**src/rtl/alu_pkg.sv**
```systemverilog
// ----------------------------------------------------------------------------
// alu_pkg
// Shared definitions for the iterative multiply/divide unit:
//   - op encodings presented on alu_muldiv_unit.op
//   - FSM state encoding (IDLE / RUN / FIX)
//   - helper that derives the iteration-counter width from the operand width
// Configuration macro affecting users of this package: ALU_MULDIV_FAST_MUL_EN
// (see alu_muldiv_unit).
// ----------------------------------------------------------------------------
package alu_pkg;

    localparam logic [2:0] OP_MULT  = 3'd0;
    localparam logic [2:0] OP_MULTU = 3'd1;
    localparam logic [2:0] OP_DIV   = 3'd2;
    localparam logic [2:0] OP_DIVU  = 3'd3;
    localparam logic [2:0] OP_MTHI  = 3'd4;
    localparam logic [2:0] OP_MTLO  = 3'd5;

    typedef enum logic [1:0] {
        IDLE = 2'd0,
        RUN  = 2'd1,
        FIX  = 2'd2
    } state_e;

    // Counter must hold 0..w-1; a width of at least one bit is kept so the
    // degenerate w<=2 case still elaborates.
    function automatic int cnt_width(input int w);
        return (w <= 2) ? 1 : $clog2(w);
    endfunction

    localparam int DEFAULT_WIDTH = 32;
    localparam int DEFAULT_CNT_W = cnt_width(DEFAULT_WIDTH);

endpackage

```
**src/rtl/alu_muldiv_unit_div_step.sv**
```systemverilog
// ----------------------------------------------------------------------------
// div_step
// One combinational restoring-division iteration.
// Ports:
//   rem_i      partial remainder entering this iteration (always < divisor)
//   bit_i      next dividend bit shifted into the remainder
//   divisor_i  divisor magnitude
//   rem_o      partial remainder leaving this iteration
//   q_o        quotient bit produced by this iteration
// ----------------------------------------------------------------------------
module div_step #(
    parameter int WIDTH = 32
) (
    input  logic [WIDTH-1:0] rem_i,
    input  logic             bit_i,
    input  logic [WIDTH-1:0] divisor_i,
    output logic [WIDTH-1:0] rem_o,
    output logic             q_o
);

    logic [WIDTH:0]   shifted;
    logic [WIDTH-1:0] diff;

    always_comb begin
        shifted = {rem_i, bit_i};
        q_o     = (shifted >= {1'b0, divisor_i});
        // When the subtract succeeds the true difference is below the divisor,
        // so the low WIDTH bits of the modular difference are exact.
        diff    = shifted[WIDTH-1:0] - divisor_i;
        rem_o   = q_o ? diff : shifted[WIDTH-1:0];
    end

endmodule

```
**src/rtl/alu_muldiv_unit.sv**
```systemverilog
// ----------------------------------------------------------------------------
// alu_muldiv_unit
// Iterative multiply/divide unit for the EX stage with architectural HI/LO.
// MULT/MULTU/DIV/DIVU run one step per cycle (WIDTH steps) followed by a
// sign-fix cycle; MTHI/MTLO write in a single cycle from IDLE.
//
// Ports:
//   clk    clock, all state changes on the rising edge
//   rst    synchronous active-high reset (overrides start and flush)
//   start  issue strobe, only looked at while busy=0
//   op     0 MULT, 1 MULTU, 2 DIV, 3 DIVU, 4 MTHI, 5 MTLO, 6-7 no-op
//   a      rs operand (dividend / multiplicand / MTHI-MTLO source)
//   b      rt operand (divisor / multiplier)
//   flush  abort any in-flight operation; nothing is written
//   busy   operation in flight, EX must stall dependents
//   done   one-cycle pulse, hi/lo were just updated
//   hi     HI register (product upper half / remainder)
//   lo     LO register (product lower half / quotient)
//
// Optional feature: define ALU_MULDIV_FAST_MUL_EN to complete MULT/MULTU in
// the issuing cycle with a combinational multiplier; divides are unaffected.
// ----------------------------------------------------------------------------
module alu_muldiv_unit
    import alu_pkg::*;
#(
    parameter int WIDTH = 32
) (
    input  logic             clk,
    input  logic             rst,
    input  logic             start,
    input  logic [2:0]       op,
    input  logic [WIDTH-1:0] a,
    input  logic [WIDTH-1:0] b,
    input  logic             flush,
    output logic             busy,
    output logic             done,
    output logic [WIDTH-1:0] hi,
    output logic [WIDTH-1:0] lo
);

    localparam int               CNT_W    = cnt_width(WIDTH);
    localparam logic [CNT_W-1:0] CNT_LAST = CNT_W'(WIDTH - 1);

    // ------------------------------------------------------------------
    // Op decode
    // ------------------------------------------------------------------
    logic mul_req, div_req, iter_req, signed_op;
    logic a_neg, b_neg;
    logic [WIDTH-1:0] a_mag, b_mag;

    always_comb begin
        mul_req   = (op == OP_MULT) || (op == OP_MULTU);
        div_req   = (op == OP_DIV)  || (op == OP_DIVU);
        signed_op = (op == OP_MULT) || (op == OP_DIV);
`ifdef ALU_MULDIV_FAST_MUL_EN
        iter_req  = div_req;
`else
        iter_req  = div_req || mul_req;
`endif
        a_neg = signed_op && a[WIDTH-1];
        b_neg = signed_op && b[WIDTH-1];
        a_mag = a_neg ? -a : a;
        b_mag = b_neg ? -b : b;
    end

    // ------------------------------------------------------------------
    // FSM: state register / next state / outputs
    // ------------------------------------------------------------------
    state_e state_q, state_d;
    logic [CNT_W-1:0] cnt_q, cnt_d;

    logic load_iter, step_en, commit, wr_hi, wr_lo, fast_wr;

    always_ff @(posedge clk) begin
        if (rst) begin
            state_q <= IDLE;
        end else begin
            state_q <= state_d;
        end
    end

    always_comb begin
        state_d = state_q;
        case (state_q)
            IDLE: begin
                if (!flush && start && iter_req) begin
                    state_d = RUN;
                end
            end
            RUN: begin
                if (flush) begin
                    state_d = IDLE;
                end else if (cnt_q == CNT_LAST) begin
                    state_d = FIX;
                end
            end
            FIX: begin
                state_d = IDLE;
            end
            default: begin
                state_d = IDLE;
            end
        endcase
    end

    always_comb begin
        logic accept;
        accept    = (state_q == IDLE) && start && !flush;
        busy      = (state_q != IDLE);
        load_iter = accept && iter_req;
        step_en   = (state_q == RUN) && !flush;
        commit    = (state_q == FIX) && !flush;
        wr_hi     = accept && (op == OP_MTHI);
        wr_lo     = accept && (op == OP_MTLO);
`ifdef ALU_MULDIV_FAST_MUL_EN
        fast_wr   = accept && mul_req;
`else
        fast_wr   = 1'b0;
`endif
    end

    // ------------------------------------------------------------------
    // Datapath
    //   acc_q  : product upper half (mul) / partial remainder (div)
    //   work_q : multiplier shifting out, product lower half shifting in
    //            (mul) / dividend shifting out, quotient shifting in (div)
    //   opnd_q : multiplicand magnitude (mul) / divisor magnitude (div)
    // ------------------------------------------------------------------
    logic [WIDTH-1:0] acc_q, acc_d;
    logic [WIDTH-1:0] work_q, work_d;
    logic [WIDTH-1:0] opnd_q, opnd_d;
    logic [WIDTH-1:0] a_raw_q, a_raw_d;
    logic             is_div_q, is_div_d;
    logic             neg_res_q, neg_res_d;
    logic             neg_rem_q, neg_rem_d;
    logic             div0_q, div0_d;
    logic [WIDTH-1:0] hi_q, hi_d;
    logic [WIDTH-1:0] lo_q, lo_d;
    logic             done_q, done_d;

    logic [WIDTH-1:0]   step_rem;
    logic               step_q;
    logic [WIDTH:0]     mul_sum;
    logic [2*WIDTH-1:0] prod_fix;
    logic [WIDTH-1:0]   quo_fix, rem_fix;

    div_step #(
        .WIDTH(WIDTH)
    ) u_div_step (
        .rem_i    (acc_q),
        .bit_i    (work_q[WIDTH-1]),
        .divisor_i(opnd_q),
        .rem_o    (step_rem),
        .q_o      (step_q)
    );

`ifdef ALU_MULDIV_FAST_MUL_EN
    logic [2*WIDTH-1:0] fast_prod;
    logic [2*WIDTH-1:0] ext_a, ext_b;

    // Sign- or zero-extend to full product width; the low 2*WIDTH bits of
    // the unsigned product of the extended operands are then correct for
    // both signednesses.
    always_comb begin
        if (op == OP_MULT) begin
            ext_a = {{WIDTH{a[WIDTH-1]}}, a};
            ext_b = {{WIDTH{b[WIDTH-1]}}, b};
        end else begin
            ext_a = {{WIDTH{1'b0}}, a};
            ext_b = {{WIDTH{1'b0}}, b};
        end
        fast_prod = ext_a * ext_b;
    end
`endif

    always_comb begin
        mul_sum  = {1'b0, acc_q} + {1'b0, (work_q[0] ? opnd_q : {WIDTH{1'b0}})};
        prod_fix = neg_res_q ? -{acc_q, work_q} : {acc_q, work_q};
        quo_fix  = neg_res_q ? -work_q : work_q;
        rem_fix  = neg_rem_q ? -acc_q : acc_q;
    end

    always_comb begin
        acc_d     = acc_q;
        work_d    = work_q;
        opnd_d    = opnd_q;
        a_raw_d   = a_raw_q;
        is_div_d  = is_div_q;
        neg_res_d = neg_res_q;
        neg_rem_d = neg_rem_q;
        div0_d    = div0_q;
        cnt_d     = cnt_q;
        hi_d      = hi_q;
        lo_d      = lo_q;
        done_d    = 1'b0;

        if (load_iter) begin
            cnt_d     = '0;
            acc_d     = '0;
            a_raw_d   = a;
            is_div_d  = div_req;
            neg_res_d = a_neg ^ b_neg;
            neg_rem_d = a_neg;
            div0_d    = (b == '0);
            if (div_req) begin
                work_d = a_mag;
                opnd_d = b_mag;
            end else begin
                work_d = b_mag;
                opnd_d = a_mag;
            end
        end else if (step_en) begin
            cnt_d = (cnt_q == CNT_LAST) ? '0 : cnt_q + CNT_W'(1);
            if (is_div_q) begin
                acc_d  = step_rem;
                work_d = {work_q[WIDTH-2:0], step_q};
            end else begin
                acc_d  = mul_sum[WIDTH:1];
                work_d = {mul_sum[0], work_q[WIDTH-1:1]};
            end
        end else if (commit) begin
            done_d = 1'b1;
            if (!is_div_q) begin
                {hi_d, lo_d} = prod_fix;
            end else if (div0_q) begin
                hi_d = a_raw_q;
                lo_d = '1;
            end else begin
                // The most-negative / -1 overflow falls out naturally: the
                // quotient magnitude 2^(WIDTH-1) is left un-negated and the
                // remainder is zero.
                hi_d = rem_fix;
                lo_d = quo_fix;
            end
        end else if (wr_hi) begin
            hi_d   = a;
            done_d = 1'b1;
        end else if (wr_lo) begin
            lo_d   = a;
            done_d = 1'b1;
        end else if (fast_wr) begin
`ifdef ALU_MULDIV_FAST_MUL_EN
            {hi_d, lo_d} = fast_prod;
`endif
            done_d = 1'b1;
        end

        if (flush) begin
            cnt_d = '0;
        end
    end

    always_ff @(posedge clk) begin
        if (rst) begin
            acc_q     <= '0;
            work_q    <= '0;
            opnd_q    <= '0;
            a_raw_q   <= '0;
            is_div_q  <= 1'b0;
            neg_res_q <= 1'b0;
            neg_rem_q <= 1'b0;
            div0_q    <= 1'b0;
            cnt_q     <= '0;
            hi_q      <= '0;
            lo_q      <= '0;
            done_q    <= 1'b0;
        end else begin
            acc_q     <= acc_d;
            work_q    <= work_d;
            opnd_q    <= opnd_d;
            a_raw_q   <= a_raw_d;
            is_div_q  <= is_div_d;
            neg_res_q <= neg_res_d;
            neg_rem_q <= neg_rem_d;
            div0_q    <= div0_d;
            cnt_q     <= cnt_d;
            hi_q      <= hi_d;
            lo_q      <= lo_d;
            done_q    <= done_d;
        end
    end

    assign done = done_q;
    assign hi   = hi_q;
    assign lo   = lo_q;

endmodule

```
**config.mk**
```make
export PLATFORM = sky130hd
export DESIGN_NAME = alu_muldiv_unit
export DESIGN_NICKNAME = d
export VERILOG_FILES = /design/src/rtl/alu_pkg.sv /design/src/rtl/alu_muldiv_unit_div_step.sv /design/src/rtl/alu_muldiv_unit.sv
export SDC_FILE = /design/constraint.sdc
export NUM_CORES = 1
export LEC_CHECK = 0
export CORE_ASPECT_RATIO = 0.6
export CORE_MARGIN = 1.5
export CORE_UTILIZATION = 40
export DETAILED_ROUTE_END_ITERATION = 10
export PLACE_DENSITY_LB_ADDON = 0.12
export SLEW_MARGIN = 20
export SYNTH_ARGS = -nofsm -noshare
export SYNTH_HDL_FRONTEND = slang
export SYNTH_SLANG_ARGS = --single-unit
```
**constraint.sdc**
```tcl
create_clock -name clk -period 3.2 [get_ports clk]
set_clock_uncertainty 0.2 [all_clocks]
set_input_delay 0.32 -clock clk [delete_from_list [all_inputs] [get_ports clk]]
set_output_delay 0.32 -clock clk [all_outputs]
set_load 0.02 [all_outputs]
```
Word level (Yosys, flattened, before mapping)
Cells that the tools add are included. W data, S select, Z words.

Add/subtract/negate cells: 8. $lt $le $gt $ge: 1. Eq/ne operators: 11. Multiplexer cells: 30. Bitwise gates (word level): 3. Reductions and logical operators: 29.

Operator list (count): $mux W32 (21); $neg A32 Y32 (4); $mux W64 (1); $neg A64 Y64 (1); $add A32 B32 Y33 (1); $ge A33 B32 Y1 (1); $logic_not A32 Y1 (1); $sub A32 B32 Y32 (1); $logic_and A1 B1 Y1 (11); $reduce_bool A2 Y1 (4); $eq A3 B2 Y1 const B (2); $eq A3 B3 Y1 const B (2); $mux W2 (3); $reduce_or A3 Y1 (2); $add A5 B1 Y5 const B (1); $eq A5 B5 Y1 const B (1); $mux W5 (1); $logic_or A1 B1 Y1 (4); $ne A2 B2 Y1 const B (2); $pmux W2 S2 (1); $reduce_and A4 Y1 (1); $eq A3 B1 Y1 const B (1); $logic_not A3 Y1 (1); $mux W1 (3); 10 further kinds (11).

Bits in registers: 204. Word-level logic and storage cells: 95.

Logic depth before layout (Yosys ltp)
Gate-level depths: netlist of the first run.

Depth after elaboration: 7. Mapped depth: 14.

By module
Synthesis of the first run repeated with hierarchy kept, for this count alone.

Cells, all modules: 2307. Area, all modules: 17197.7 sq um.

Modules (own cells, without submodules): alu_muldiv_unit (instances 1, cells an instance 1984, area an instance 14866.8 sq um, sequential area each 4083.9 sq um); div_step (instances 1, cells an instance 323, area an instance 2331.0 sq um, sequential area each 0.0 sq um).

Worst setup path before layout of the first run
OpenSTA, ideal clock, no wires.

Kind: register to register. From: register work_q[9]. To: register hi_q[13] (netlist: hi[13]). Arrival time: 3009 ps. Required time: 2914 ps. Path slack: -95 ps. Cell stages (with the launch flop): 12. Path buffers: 2. Cell sequence: dfxtp_1 -> buf_6 -> or4_4 -> nor4_4 -> nand4_4 -> or4_4 -> buf_6 -> or3_4 -> nand2_1 -> xor2_1 -> o221a_2 -> a211oi_1.

Cells in the longest elaborated chain, start to end: 4.

Ends and longest elaborated chain: start: declaration (RTL line alu_muldiv_unit.sv:130) `logic [WIDTH-1:0] work_q, work_d;`; start signal: assignment (RTL line alu_muldiv_unit.sv:269) `work_q <= work_d;`; $neg A64 Y64 (RTL line alu_muldiv_unit.sv:178) `prod_fix = neg_res_q ? -{acc_q, work_q} : {acc_q, work_q};`; $mux W64 (RTL line alu_muldiv_unit.sv:178); $mux W32 (RTL line alu_muldiv_unit.sv:223) `if (!is_div_q) begin`; $mux W32 (RTL line alu_muldiv_unit.sv:221) `end else if (commit) begin`; end signal: assignment (RTL line alu_muldiv_unit.sv:277) `hi_q <= hi_d;`; end: declaration (RTL line alu_muldiv_unit.sv:137) `logic [WIDTH-1:0] hi_q, hi_d;`.

Every way passes these cells. A chain may end at the register's enable or synchronous reset.

Worst setup path in the final report of the first run
From: register acc_q[1]. To: register acc_q[10].

Cells in the longest elaborated chain, start to end: 3.

Ends and longest elaborated chain: start: declaration (RTL line alu_muldiv_unit.sv:129) `logic [WIDTH-1:0] acc_q, acc_d;`; start signal: assignment (RTL line alu_muldiv_unit.sv:255) `acc_q <= '0;`; start signal: assignment (RTL line alu_muldiv_unit.sv:268) `acc_q <= acc_d;`; $sub A32 B32 Y32 or $ge A33 B32 Y1 (tied branches) (RTL line alu_muldiv_unit_div_step.sv:29, alu_muldiv_unit_div_step.sv:26); $mux W32 (RTL line alu_muldiv_unit_div_step.sv:30) `rem_o = q_o ? diff : shifted[WIDTH-1:0];`; $mux W32 * (RTL line alu_muldiv_unit.sv:214) `if (is_div_q) begin`.

Every way passes the cells marked *; elsewhere a longest branch is shown, timed or not.

==> impl_results.md, run 1 <==
* Outcome: complete, but fails checks
* Failing checks: setup timing
* Setup crit end kind: flop
* Ordered cell list for the critical path: ha_4 -> o211ai_1 -> a21oi_4 -> o41a_1 -> a31o_4 -> a21oi_2 -> buf_6 -> o31ai_4 -> buf_12 -> buf_12 -> o211ai_1 -> o21ai_1 -> a22o_1
* Delay-heaviest family, CP: compound AO/OA/AOI/OAI gates
* Leakage at 0.00916 uW
* Cells after synthesis at roughly 2.3k
* Slew HR at 0.397
* Top post-synthesis cells by area: dfxtp_1 (24%), nand2_1 (7.1%), a21oi_1 (6.9%)
* Cells on Worst Hold Path at 2
* Async set-reset flop share out of synthesis at 0
* Setup WS post-layout at -0.0512 ns
* Crit path launch type: flop
* Worst-path fanout max at 8
* Core area at 40,800 um2
* Clk pwr share at 0.351
* Average size of a mapped cell at ~7.4 um2
* Share of cells above drive strength 1 at 0.231
* 1st-iter DRT viols at 1,887
* Min Clock Period, post-route at 3.25 ns
* Yosys reg bits at 204
* Hold EP: opnd_q[15]
* Syn Nets at between 2k and 2.5k
* Vias/cell at 5.87
* Worst-path clk slew at 0.06 ns
* Post-route cell area at 22,800 um2
* Final hold vios at 0
* Antenna diodes at 0
* Sw Ratio at 0.335
* RePlAce Congestion at 0.987
* Yosys top cell by area: dfxtp_1
* Commonest non-fill, non-tap cells in the layout: buf_4 (397), nand2_1 (312), a21oi_1 (216), dfxtp_1 (192), nor2_1 (171)
* Worst slew pin tran at 0.898 ns
* Fillers at 3,894
* CTS Sinks at approximately 200
* WP data required at 3.42 ns
* Drt total wl at 75.9 mm
* CTS Root Cell: clkbuf_16
* P_sw at roughly 2700 uW
* Post-synth EDFFs at 0
* Most common cell after layout, fill and taps aside: buf_4
* Fmax achieved at between 0.3 and 0.4 GHz
* Tightest Hold Check Type: input pin to flop
* Post-DR wirelength/cell at roughly 23 um
* RSZ-0062 raised after global routing: yes
* Max-cap violations at 0
* Flop2flop setup slack at -0.05 ns
* CTS Buffer Depth at 3
* Synth cell types at 86
* Combinational share of power at 0.324
* H-tree depth at 1
* Crit-path slowest cell: o41a_1
* Critical path's largest stage delay at 0.47 ns
* Sequential Power Share at 0.324
* CP arrival at 3.47 ns
* FF-to-FF Start: acc_q[1]
* Hold_sp: rst
* GRT Residual Overflow at 0
* Final cycle utilization of the critical path at 1.02
* Post-route antenna net violation count at 0
* Post-synth top flop: dfxtp_1
* Sequential cell area at 4100 um2
* Worst reg2reg path endpoint: acc_q[10]
* Drt pass-1 iters at 8
* Area grow syn2layout at 36.5%
* Maximum number of pins on one net before global-route repair at 124
* R2R cell count at 13
* Die area at 43,000 um2
* Initial antenna violation count at 1
* Fin. max-slew vios at 0
* CTS tree: yes
* Clock Latency Late Sink at around 0.56 ns
* Power density over cell area at between 300 and 400 nW/um2
* Post-synth top area share at 0.244
* DRC viols at 0
* First-pass GRT wire length at 110 mm
* Placed cell areas at 21,000 um2
* Int Pwr at approximately 5500 uW
* Initial Utilization at 0.409
* Synth warn at 0
* Vias in the first global route at 17.2k
* Post-synthesis cell area at about 17,000 um2
* Die width at 267 um
* # setup viols final at 2
* Core Rows at 57
* Io pins at about 140
* All-Layer GR Usage at 0.340
* Fin nets at approximately 2.8k
* WS Path Type: flop to flop
* Multi-input logic area at 12,300 um2
* DP HPWL at between 50 and 60 mm
* Num CTS Buffers at 23
* Height of the die at 161 um
* Worst Path Buf+Inv at 3
* Post-synthesis sequential area ratio at 0.244
* PortBufs at 136
* Final Total Pwr at 8220 uW
* Routed via count at 19.0k
* Peak VDD IR at between 300 and 400 uV
[per-stage QoR]
step                utilization  setup slack [ns]  setup TNS, ns  std cells  hold slack (ns)
finish                    0.559           -0.0512        -0.0607       3241           0.0951
global placement          0.515            -0.302          -6.05       3173            0.240
global route              0.559            -0.178          -1.96       3241            0.106
CTS                       0.540           -0.0213        -0.0213       3220           0.0795
floorplan                     -           -0.0342        -0.0342       2271            0.232
detailed placement        0.515            -0.406          -8.52       3173            0.245
[routing by layer]
layer / part of all wire / track usage / routed length [um]
met1: 0.47 / 0.518 / 35900
met2: 0.38 / 0.447 / 28800
met3: 0.13 / 0.126 / 9870
met4: 0.017 / 0.0573 / 1270
met5: 0 / 0 / 0
[worst max-delay path by stage]
| stage | slack [ns] | endpoint | depth (start not counted) | startpoint |
|---|---|---|---|---|
| finish | -0.05 | acc_q[10] | 13 | acc_q[1] |
| global route | -0.18 | acc_q[10] | 15 | opnd_q[26] |
| floorplan | -0.03 | hi[13] | 11 | work_q[4] |
| detailed placement | -0.41 | acc_q[23] | 14 | work_q[0] |
| CTS | -0.02 | acc_q[23] | 14 | work_q[0] |
| global placement | -0.30 | opnd_q[26] | 11 | a[6] |
[cell families after synthesis]
| family | share of synthesized area |
|---|---|
| mux | 0.0622 |
| fa+ha+maj | 0.0548 |
| buf+inv | 0.0653 |
| xor+xnor | 0.107 |
| compound gates | 0.272 |
| flops | 0.244 |
| simple gates | 0.195 |
[final cells by class]
class,instances,share of cell area
multi-input combinational,1817,0.538
clock inverter,7,0.00499
clock buffer,34,0.0297
timing repair buffer,557,0.206
tap,560,0.0307
sequential,204,0.180
inverter,62,0.0106
[sequential cells by signal (all words and copies together), names as in the netlist, 2 cells and up]
name,count
acc_q,32
cnt_q,5
hi,32
opnd_q,32
lo,32
work_q,32
a_raw_q,32
state_q,2
[power groups by stage]
stage	combinational (uW)	sequential, uW	clock, uW
2_1_floorplan	1200	2720	0
3_3_place_gp	2300	2720	0
3_5_place_dp	2310	2720	0
4_1_cts	2420	2660	2910
5_1_grt	2820	2670	2990
6_report	2670	2660	2890
[cells in the mapped netlist (all sizes together) (5+ instances only)]
library cell / n
o221ai: 5
mux2: 6
nand3: 33
o21ai: 180
ha: 70
o31ai: 35
nand2: 316
a21o: 26
o41ai: 11
a21oi: 229
inv: 61
xnor2: 112
o211ai: 76
o21bai: 8
and2: 11
nor4: 20
o22ai: 18
dfxtp: 204
mux2i: 97
nand2b: 12
a211oi: 24
nor2: 181
buf: 24
a31oi: 20
or3: 19
clkbuf: 160
or2: 7
or4: 14
nand4: 20
and3: 12
a22oi: 16
a221oi: 35
nor2b: 21
nor3: 27
o21a: 6
xor2: 92
[worst register-to-register path, cell delays in order, from the launching register on]
cell and delay (ns):
dfxtp_4 0.36, ha_4 0.25, o211ai_1 0.28, a21oi_4 0.07, o41a_1 0.47, a31o_4 0.29, a21oi_2 0.15, buf_6 0.13
o31ai_4 0.09, buf_12 0.16, buf_12 0.15, o211ai_1 0.20, o21ai_1 0.10, a22o_1 0.24
[what timing repair did]
item,4_1_cts,5_1_grt
cloned,1,0
buffers inserted,5,23
hold buffers,0,0
gates resized for setup,47,149
setup endpoints to repair,45,58
hold endpoints to repair,0,0
pin swaps,21,67
(Power assumes the default switching activity.)
==> inputs of run 2 (changes only) <==
==> constraint.sdc (replaced) <==
create_clock -name clk -period 3.8 [get_ports clk]
set_clock_uncertainty 0.2 [all_clocks]
set_input_delay 0.38 -clock clk [delete_from_list [all_inputs] [get_ports clk]]
set_output_delay 0.38 -clock clk [all_outputs]
set_load 0.02 [all_outputs]
==> run 2 against run 1 <==
Effect of this change:
- the run now ends clean
- count of clock-buffer cells in the layout decreased by 2
- worst setup slack improved by 0.18 ns
- sequential power shrank 15%
- routed wire length decreased by 1.5%
- register-to-register slack improved by 0.18 ns
- combinational power down 30%
- total power shrank 20%
- cell count fell by 6.0%
- clock power decreased by 16%
- sequential share of layout area rose by 1.9 points
- critical path type unchanged
- critical endpoint is now acc_q[4]
- largest power group unchanged
==> impl_results.md, run 2 (synthesis gave the netlist of run 1 again) <==
* Final Total Pwr at 6550 uW (-20%)
* R2R cell count at 14 (+1)
* Core Util, Final at 0.503 (-0.0557)
* Die width at 267 um (unchanged)
* Die area at 43,000 um2 (unchanged)
* Routed via count at 18.3k (-3.7%)
* RePlAce Congestion at 1.00 (+1.6%)
* Peak VDD IR at 277 uV (-16%)
* FF-to-FF Start: opnd_q[26]
* Tightest Hold Check Type: flop to flop
* Fmax achieved at 0.273 GHz (-11%)
* Post-DR wirelength/cell at 24.5 um (+4.8%)
* H-tree depth at 1 (unchanged)
* First-pass GRT wire length at 108 mm (-1.3%)
* PortBufs at 136 (unchanged)
* Num CTS Buffers at 23 (unchanged)
* Drt total wl at 74.7 mm (-1.5%)
* Maximum number of pins on one net before global-route repair at 109 (-12%)
* Post-route antenna net violation count at 0 (unchanged)
* Worst slew pin tran at 0.939 ns (+0.0410 ns)
* Hold_sp: a_raw_q[12]
* Vias/cell at 6.02 (+2.5%)
* # setup viols final at 0 (-2)
* Worst-path clk slew at 0.06 ns (about the same)
* Initial Utilization at 0.409 (unchanged)
* CTS Buffer Depth at 3 (unchanged)
* Share of cells above drive strength 1 at 0.126 (-0.104)
* Core area at 40,800 um2 (unchanged)
* # Post-CTS Setup Buffers at 0 (-5)
* CTS Root Cell: clkbuf_16
* Final hold vios at 0 (unchanged)
* Slew HR at 0.366 (-0.0310)
* CTS tree: yes
* Drt pass-1 iters at 6 (-2)
* Cells on Worst Hold Path at 2 (unchanged)
* WS Path Type: flop to flop
* Worst-path fanout max at 14 (+6)
* Min Clock Period, post-route at 3.67 ns (+0.417 ns)
* 1st-iter DRT viols at 2,220 (+18%)
* Fin nets at 2,610 (-7.1%)
* Hold EP: a_raw_q[12]
* Max-cap violations at 0 (unchanged)
* Flop2flop setup slack at 0.13 ns (+0.18 ns)
* Core Rows at 57 (unchanged)
* DRC viols at 0 (unchanged)
* Area grow syn2layout at 22.9%
* Leakage at 0.00801 uW (-13%)
* Final cycle utilization of the critical path at 0.965 (-0.0506)
* Worst reg2reg path endpoint: acc_q[4]
* CP arrival at 3.89 ns (+0.42 ns)
* Power density over cell area at 319 nW/um2 (-12%)
* Commonest non-fill, non-tap cells in the layout: nand2_1 (316), a21oi_1 (228), buf_4 (218), dfxtp_1 (202), nor2_1 (177)
* Fin. max-slew vios at 0 (unchanged)
* Crit path launch type: flop
* CTS Sinks at 204 (unchanged)
* All-Layer GR Usage at 0.337 (-0.00255)
* Height of the die at 161 um (unchanged)
* WP data required at 4.02 ns (+0.60 ns)
* GRT Residual Overflow at 0 (unchanged)
* Outcome: finished clean
* Vias in the first global route at 16.4k (-4.5%)
* DP HPWL at 58.2 mm (-1.2%)
* Setup crit end kind: flop
* Most common cell after layout, fill and taps aside: nand2_1
* Io pins at 137 (unchanged)
* Initial antenna violation count at 2 (+1)
* Fillers at 4,056 (+4.2%)
* Clock Latency Late Sink at 0.55 ns (about the same)
[run 2: cell count changes in the layout (fill, tap and decap cells not counted), sizes merged]
cell,change
dlygate4sd3,+1
clkinv,+2
buf,-199
diode,+3
clkbuf,-2
clkinvlp,+1
bufinv,-1
[run 2: how the worst max path moves through the flow]
stage,startpoint,end,slack (ns)
6_report,opnd_q[26],acc_q[4],0.13
5_1_grt,work_q[0],acc_q[23],-0.006
4_1_cts,work_q[0],acc_q[27],0.09
3_5_place_dp,opnd_q[7],acc_q[26],0.1
3_3_place_gp,work_q[0],acc_q[27],0.14
2_1_floorplan,work_q[9],hi[13],0.51
[run 2: per-layer routing]
| metal | GRT usage | wire length [um] | vias to the layer above |
|---|---|---|---|
| met1 | 0.523 | 36300 | 8748 |
| met2 | 0.421 | 26900 | 962 |
| met5 | 0.0315 | 173 | - |
| met3 | 0.131 | 9920 | 80 |
| met4 | 0.0659 | 1440 | 4 |
| li1 | - | - | 8532 |
[run 2: area by class of cell]
| cell class | instances | area (um2) | share of cell area |
|---|---|---|---|
| Clock inverter | 9 | 101 | 0.00493 |
| Inverter | 62 | 233 | 0.0113 |
| Antenna cell | 3 | 7.51 | 0.000366 |
| Clock buffer | 32 | 689 | 0.0336 |
| Timing Repair Buffer | 359 | 3090 | 0.151 |
| Sequential cell | 204 | 4090 | 0.199 |
| Tap cell | 560 | 701 | 0.0341 |
| Multi-Input combinational cell | 1817 | 11600 | 0.566 |
[run 2: power breakdown]
part,switching [uW],internal [uW]
Combinational,1160,715
Clock,1020,1400
Sequential,58.0,2200
Total,2240,4310
[run 2: critical path: stages, from the launching register on]
cell and delay [ns]:
dfxtp_1 0.42, inv_1 0.11, ha_1 0.48, nand4_1 0.27, nor4_1 0.25, a41oi_1 0.27
o211ai_1 0.20, a211oi_1 0.11, buf_4 0.16, o31ai_4 0.06, buf_4 0.26, buf_12 0.18
mux2_2 0.37, a21oi_1 0.14, nor2_1 0.06
[run 2: through the flow]
step	hold slack [ns]	std cells	cell area [um2]	TNS, ns	worst slack [ns]
finish	0.255	3046	20500	0	0.132
global route	0.273	3043	20500	-0.0117	-0.00648
CTS	0.256	3043	20500	0	0.0900
detailed placement	0.247	3001	19700	0	0.0959
global placement	0.240	3001	19700	0	0.139
floorplan	0.232	2271	16700	0	0.505
[run 2: timing repair]
action / 4_1_cts / 5_1_grt
hold buffers: 1 / 0
gates resized for setup: 0 / 12
endpoints found under the hold margin: 1 / 0
setup endpoints to repair: 0 / 10
